--- config.mk ---
export PLATFORM = sky130hd
export DESIGN_NAME = display_channel_sequencer
export DESIGN_NICKNAME = d
export VERILOG_FILES = /design/src/rtl/display_channel_sequencer.sv
export SDC_FILE = /design/constraint.sdc
export NUM_CORES = 1
export LEC_CHECK = 0
export CORE_UTILIZATION = 50
export CTS_BUF_LIST = sky130_fd_sc_hd__clkbuf_4 sky130_fd_sc_hd__clkbuf_8
export CTS_CLUSTER_DIAMETER = 120
export DETAILED_ROUTE_END_ITERATION = 6
export GPL_TIMING_DRIVEN = 0
export PLACE_DENSITY = 0.86
export SLEW_MARGIN = 20
export SYNTH_ARGS = -nofsm -noshare
export SYNTH_HDL_FRONTEND = slang
export SYNTH_SLANG_ARGS = --single-unit
--- constraint.sdc ---
create_clock -name clk -period 4.5 [get_ports clk]
set_clock_uncertainty 0.1 [all_clocks]
set_input_delay 0.9 -clock clk [delete_from_list [all_inputs] [get_ports clk]]
set_output_delay 0.9 -clock clk [all_outputs]
set_load 0.005 [all_outputs]
--- src/rtl/display_channel_sequencer.sv ---
// display_channel_sequencer: registered N-channel source selector for the
// seven-segment driver, with a per-channel decimal-point pattern.
// Selection advances on a button pulse or on a dwell timer; hold freezes the display.
// Latency: one clk from next_pulse/in_data to sel/mux_out/decimal_point/sel_changed.
// Backpressure: none; next_pulse arriving during hold is dropped, not queued.
//
// Ports:
//   clk, reset_n      : clock and asynchronous active-low reset
//   in_data           : N_CH packed channel words; channel k at [k*DATA_W +: DATA_W]
//   next_pulse        : single-cycle advance request
//   auto_en, hold     : mode levels (hold wins over auto_en)
//   sel               : current channel index
//   mux_out           : registered display word
//   decimal_point     : registered DP pattern of the displayed channel
//   sel_changed       : one-cycle pulse when sel takes a new value
module display_channel_sequencer #(
  parameter int N_CH         = 4,
  parameter int DATA_W       = 16,
  parameter int DP_W         = 4,
  parameter int DWELL_CYCLES = 100_000_000,
  parameter logic [N_CH*DP_W-1:0] DP_MAP = {4'b0000, 4'b0000, 4'b1000, 4'b0000},
  localparam int SEL_W       = (N_CH > 2) ? $clog2(N_CH) : 1
) (
  input  logic                     clk,
  input  logic                     reset_n,
  input  logic [N_CH*DATA_W-1:0]   in_data,
  input  logic                     next_pulse,
  input  logic                     auto_en,
  input  logic                     hold,
  output logic [SEL_W-1:0]         sel,
  output logic [DATA_W-1:0]        mux_out,
  output logic [DP_W-1:0]          decimal_point,
  output logic                     sel_changed
);

  localparam int CNT_W = $clog2(DWELL_CYCLES);

  typedef enum logic [1:0] {
    ST_MANUAL = 2'd0,
    ST_AUTO   = 2'd1,
    ST_HOLD   = 2'd2
  } state_t;

  state_t              w_state;
  logic [CNT_W-1:0]    r_dwell;
  logic [SEL_W-1:0]    r_sel;
  logic [DATA_W-1:0]   r_mux;
  logic [DP_W-1:0]     r_dp;
  logic                r_sel_changed;

  logic                w_expire;
  logic                w_advance;
  logic [SEL_W-1:0]    w_sel_inc;
  logic [SEL_W-1:0]    w_sel_nxt;
  logic [DATA_W-1:0]   w_mux_nxt;
  logic [DP_W-1:0]     w_dp_nxt;

  // The operating mode is a pure function of the current inputs, so it is
  // decoded combinationally and acts on the same edge the inputs are sampled.
  always_comb begin
    w_state = ST_MANUAL;
    if (hold) begin
      w_state = ST_HOLD;
    end else if (auto_en) begin
      w_state = ST_AUTO;
    end
  end

  assign w_expire  = (w_state == ST_AUTO) && (r_dwell == CNT_W'(DWELL_CYCLES - 1));
  // A pulse coinciding with expiry still yields a single step.
  assign w_advance = (w_state != ST_HOLD) && (next_pulse || w_expire);
  // Explicit wrap so non-power-of-two channel counts never reach N_CH.
  assign w_sel_inc = (r_sel == SEL_W'(N_CH - 1)) ? '0 : r_sel + SEL_W'(1);
  assign w_sel_nxt = w_advance ? w_sel_inc : r_sel;

  // Output word and DP follow the next-state sel so sel and mux_out never
  // disagree. An index with no matching channel falls through to zero.
  always_comb begin
    w_mux_nxt = '0;
    w_dp_nxt  = '0;
    for (int k = 0; k < N_CH; k++) begin
      if (w_sel_nxt == SEL_W'(k)) begin
        w_mux_nxt = in_data[k*DATA_W +: DATA_W];
        w_dp_nxt  = DP_MAP[k*DP_W +: DP_W];
      end
    end
  end

  always_ff @(posedge clk or negedge reset_n) begin
    if (!reset_n) begin
      r_dwell       <= '0;
      r_sel         <= '0;
      r_mux         <= '0;
      r_dp          <= '0;
      r_sel_changed <= 1'b0;
    end else begin
      case (w_state)
        ST_AUTO: begin
          // A manual step restarts the dwell so it gets a full period.
          if (next_pulse || w_expire) begin
            r_dwell <= '0;
          end else begin
            r_dwell <= r_dwell + CNT_W'(1);
          end
        end
        default: r_dwell <= '0;
      endcase

      r_sel         <= w_sel_nxt;
      r_sel_changed <= (w_sel_nxt != r_sel);

      if (w_state != ST_HOLD) begin
        r_mux <= w_mux_nxt;
        r_dp  <= w_dp_nxt;
      end
    end
  end

  assign sel           = r_sel;
  assign mux_out       = r_mux;
  assign decimal_point = r_dp;
  assign sel_changed   = r_sel_changed;

endmodule

; ---- Word-level counts from Yosys, hierarchy flattened
; Cells that the tools add are included.
; W data, S select, Z words.
[word_totals]
inputBits = 69
n_memories = 0
latchBits = 0
word_cells = 32
ram_bits = 0
register_bits = 50
output_inout_bits = 23
mem_bits_ro = 0
[classes]
reduce_logical = 4
mux = 13
n_mul = 0
add_sub_neg = 2
div_mod_pow = 0
eq_ne = 8
bitwise_logic = 0
shift = 0
order_cmp = 0
[ops]
columns = op, count
row1 = $mux W16, 4
row2 = $mux W27, 2
row3 = $add A27 B1 Y27 const B, 1
row4 = $eq A27 B27 Y1 const B, 1
row5 = $mux W4, 3
row6 = $eq A2 B2 Y1 const B, 3
row7 = $mux W2, 3
row8 = $eq A2 B1 Y1 const B, 2
row9 = $add A2 B1 Y2 const B, 1
row10 = $logic_and A1 B1 Y1, 2
row11 = $logic_not A2 Y1, 1
row12 = $ne A2 B2 Y1, 1
row13 = $ne A2 B2 Y1 const B, 1
row14 = $logic_or A1 B1 Y1, 1
row15 = $mux W1, 1

; ---- Longest topological paths before layout
[depth]
depth_word = 12
depth_mapped = 8
mapped_depth_nobuf = 7

; ---- Least setup slack after synthesis
; No wires, ideal clock.
[synth_path]
kind = input port to flip-flop
startpoint = input hold
endpoint = register r_mux[0] (netlist: mux_out[0])
setup_time_ns = 0.086
t_required_ns = 4.314
path_stages = 8
n_path_buf = 2
arrival_ns = 2.786
path_slack_ns = 1.528
path_cell_list = buf_6 nand2b_4 or4_4 o21bai_4 mux2i_1 buf_2 o22ai_1 nor3_1
[synth_via]
elab_chain_len = 11
word_cells_on_any_way = 15
cone_classes = 5 x eq/ne / 6 x mux / 4 x reduce/logical
[synth_rtl]
columns = element, line
row1 = from (decl), 29  ; input logic hold,
row2 = $mux W2 *, 62  ; if (hold) begin
row3 = $eq A2 B1 Y1, 69  ; assign w_expire = (w_state == ST_AUTO) && (r_dwell == CNT_W'(DWELL_CYCLES - 1));
row4 = $logic_and A1 B1 Y1, 69
row5 = $logic_or A1 B1 Y1, 71  ; assign w_advance = (w_state != ST_HOLD) && (next_pulse || w_expire);
row6 = $logic_and A1 B1 Y1, 71
row7 = $mux W2, 74  ; assign w_sel_nxt = w_advance ? w_sel_inc : r_sel;
row8 = $logic_not A2 Y1, 82  ; if (w_sel_nxt == SEL_W'(k)) begin
row9 = $mux W16 (4 in series), 82
row10 = to (signal assigned), 113  ; r_mux <= w_mux_nxt;
row11 = to (decl), 47  ; logic [DATA_W-1:0] r_mux;
; Every way passes the cells marked *; elsewhere a longest branch is shown, timed or not.
; A chain may end at the register's enable or synchronous reset.

; ---- Worst setup path in the final report
[layout_path]
startpoint = input auto_en
endpoint = register r_mux[15] (netlist: mux_out[15])
[layout_via]
elab_chain_len = 12
word_cells_on_any_way = 16
cone_classes = 5 x eq/ne / 7 x mux / 4 x reduce/logical
[layout_rtl]
columns = element, line
row1 = from (decl), 28  ; input logic auto_en,
row2 = $mux W1 *, 64  ; end else if (auto_en) begin
row3 = $mux W2 *, 62
row4 = $eq A2 B1 Y1, 69
row5 = $logic_and A1 B1 Y1, 69
row6 = $logic_or A1 B1 Y1, 71
row7 = $logic_and A1 B1 Y1, 71
row8 = $mux W2, 74
row9 = $logic_not A2 Y1, 82
row10 = $mux W16 (4 in series), 82
; Marked as above.

==> flow_metrics.tcl <==
set metrics [dict create \
    cts_resized 0 \
    dp_slack_ns 0.706 \
    numCtsBuffers 5 \
    dieArea_um2 6820 \
    final_nets 505 \
    tightest_slew_ns 0.810 \
    slew_headroom_pct 44.6 \
    grt_pass1_vias 3095 \
    diodes 0 \
    rsz0062_at_grt "no" \
    finalHoldViolations 0 \
    layout_commonest_cell "clkdlybuf4s50_1" \
    totalWireLength_um 9190 \
    ff2ff_path_depth 7 \
    final_util_pct 71.1 \
    rrSetupSlack_ns 1.41 \
    period_share_pct 77.3 \
    avgRoutedWirePerCell_um 18.0 \
    cts_root_buf "clkbuf_8" \
    hold_class "flop to flop" \
    syn_to_final_growth_pct 33.4 \
    ys_warn_count 0 \
    clock_latency_ns 0.32 \
    crit_required_ns 4.64 \
    drc_errors 0 \
    status "finished clean" \
    post-route-worst-setup-slack_ns 1.02 \
    routed_via_density 6.14 \
    cp_cell_sequence "clkdlybuf4s50_1 > nand2b_4 > or4_4 > o21bai_4 > mux2i_1 > buf_2 > o22ai_1 > nor3_1" \
    ys_seq_area_share_pct 36.2 \
    fin_crit_ns 3.48 \
    worst_path_largest_cell_delay_ns 0.69 \
    hp-start "decimal_point[3]" \
    hold_depth 2 \
    clk_pin_slew_ns 0.10 \
    hold_buffers 0 \
    start_kind "input pin" \
    max_freq_ghz 0.287 \
    synth_area_um2 3250 \
    mostFrequentLayoutCells "clkdlybuf4s50_1 (86), dfrtp_1 (47), nor2_1 (33), mux2i_1 (33), o22ai_1 (32)" \
    cts.path.max_buffers 2 \
    leakage_nw 1.67 \
    die_w_um 82.6 \
    final_max_slew_viol_count 0 \
    die_h_um 82.6 \
    synth_area_per_cell_um2 9.63 \
    rr_startpoint "sel[1]" \
    ir_worst_vdd_mv 0.295 \
    grt_max_degree 26 \
    p_per_area_nw_per_um2 413 \
    tns_ns 0 \
    holdPathEnd "decimal_point[3]" \
    grt_util_all_layers_pct 28.8 \
    gp_congestion 0.875 \
    ys_async_sr_fraction_pct 100 \
    first_iter_violations 246 \
    r2r_end "mux_out[4]" \
    grt_pass1_wl_um 14800 \
    row_count 28 \
    total_power_mw 1.79 \
    yosys.cell_types.count 48 \
    critPathArrivalTime_ns 3.62 \
    drtPass1Iterations 5 \
    max_cap_viol_count 0 \
    setup_viol 0 \
    ys_ff_latch 47 \
    synth_ff_type "dfrtp_1" \
    h-tree-depth 2 \
    core_area_um2 6100 \
    ant_nets 0 \
    critPathSlowestCell "mux2i_1" \
    start_util_pct 53.3 \
    overflow 0 \
    antenna_found_initial 0 \
    cp-end-kind "flop" \
    ios 92 \
    cts_tree "done" \
    synth-edff-count 0 \
    cp_max_fo 10 \
    port_buffers 87 \
    dp_hpwl_um 6760 \
    vias 3133 \
    path_class "input pin to flop" \
    synth_cells 337 \
    drive_gt1_share_pct 10.6 \
    post_cts.repair.setup_buffers 0 \
    numClockSinks 47 \
]
## report_power, final
part	internal [mW]	switching [mW]
combinational	0.501	0.435
clock	0.126	0.164
sequential	0.506	0.0556
total	1.13	0.655
## flip-flops by register name, summed over array words and instances, names as in the netlist
signal	cells
r_dwell	27
mux_out	16
sel	2
decimal_point	1
sel_changed	1
## worst max path at each step
stage	from	to	slack, ns
final	auto_en	mux_out[15]	1.02
after global routing	auto_en	mux_out[15]	0.81
after CTS	auto_en	mux_out[15]	1.03
after detailed placement	auto_en	mux_out[12]	0.71
after global placement	auto_en	mux_out[14]	0.72
after floorplan	hold	mux_out[0]	1.53
## metal layers
| layer | routed length (µm) | share of wire [%] | global-route usage [%] |
|---|---|---|---|
| met5 | 0 | 0 | 0 |
| met4 | 235 | 2.6 | 11.0 |
| met3 | 613 | 6.7 | 6.15 |
| met2 | 4430 | 48 | 47.4 |
| met1 | 3910 | 43 | 36.9 |
## cell type report
type,count,area (µm²)
Multi-Input combinational cell,264,1920
Fill cell,472,1760
Sequential cell,47,1180
Timing Repair Buffer,88,886
Buffer,24,143
Tap cell,75,93.8
Clock buffer,6,82.6
Clock inverter,2,16.3
Inverter,4,15.0
## synthesized netlist by cell type, types with 2 or more instances
master     count  area [µm²]
buf_4          7        52.6
nor3b_1       16         120
buf_2          3        15.0
buf_1          2        7.51
clkbuf_1       9        33.8
a2111oi_2     10         150
and4_1         4        35.0
xor2_1        16         140
mux2i_1       33         330
o21ai_0        3        15.0
a311oi_1       2        17.5
o22ai_1       32         200
dfrtp_1       47        1180
xnor2_1        8        70.1
nand3_1        3        15.0
nor3_1        19        95.1
ha_1           2        25.0
a21boi_0      16         120
nand4_1       12        75.1
buf_6          3        33.8
a21oi_1        2        10.0
inv_1          3        11.3
a2111oi_0      6        52.6
nand2_1       18        67.6
or3_1          2        12.5
nor2_1        33         124
and3_1         5        31.3
## worst max-delay path, delay by kind of cell
kind                   cells  cell delay [ns]
AOI/OAI and AO/OA          2             0.32
buffers and inverters      2             0.91
and+or+nand+nor            3             0.80
muxes                      1             0.69
## through the flow
stage                     instance area, µm²  cells  hold slack (ns)
after floorplan                         3250    339            0.348
after detailed placement                4230    502            0.381
final                                   4330    510            0.395
after global routing                    4330    510            0.425
after CTS                               4330    510            0.403
after global placement                  4220    501            0.369
## kinds of logic (layout without fill, tap and decap cells)
logic type      count (synthesis)  in the layout  share of synthesized area [%]
mux                            36             36                           11.6
compound gates                 75             75                           19.0
buf+inv                        28            124                           4.86
flops                          47             47                           36.2
simple gates                  124            124                           20.9
fa+ha+maj                       2              2                          0.771
other cells                     1              3                          0.115
xor+xnor                       24             24                           6.47
Power figures use the tool's default switching activity.
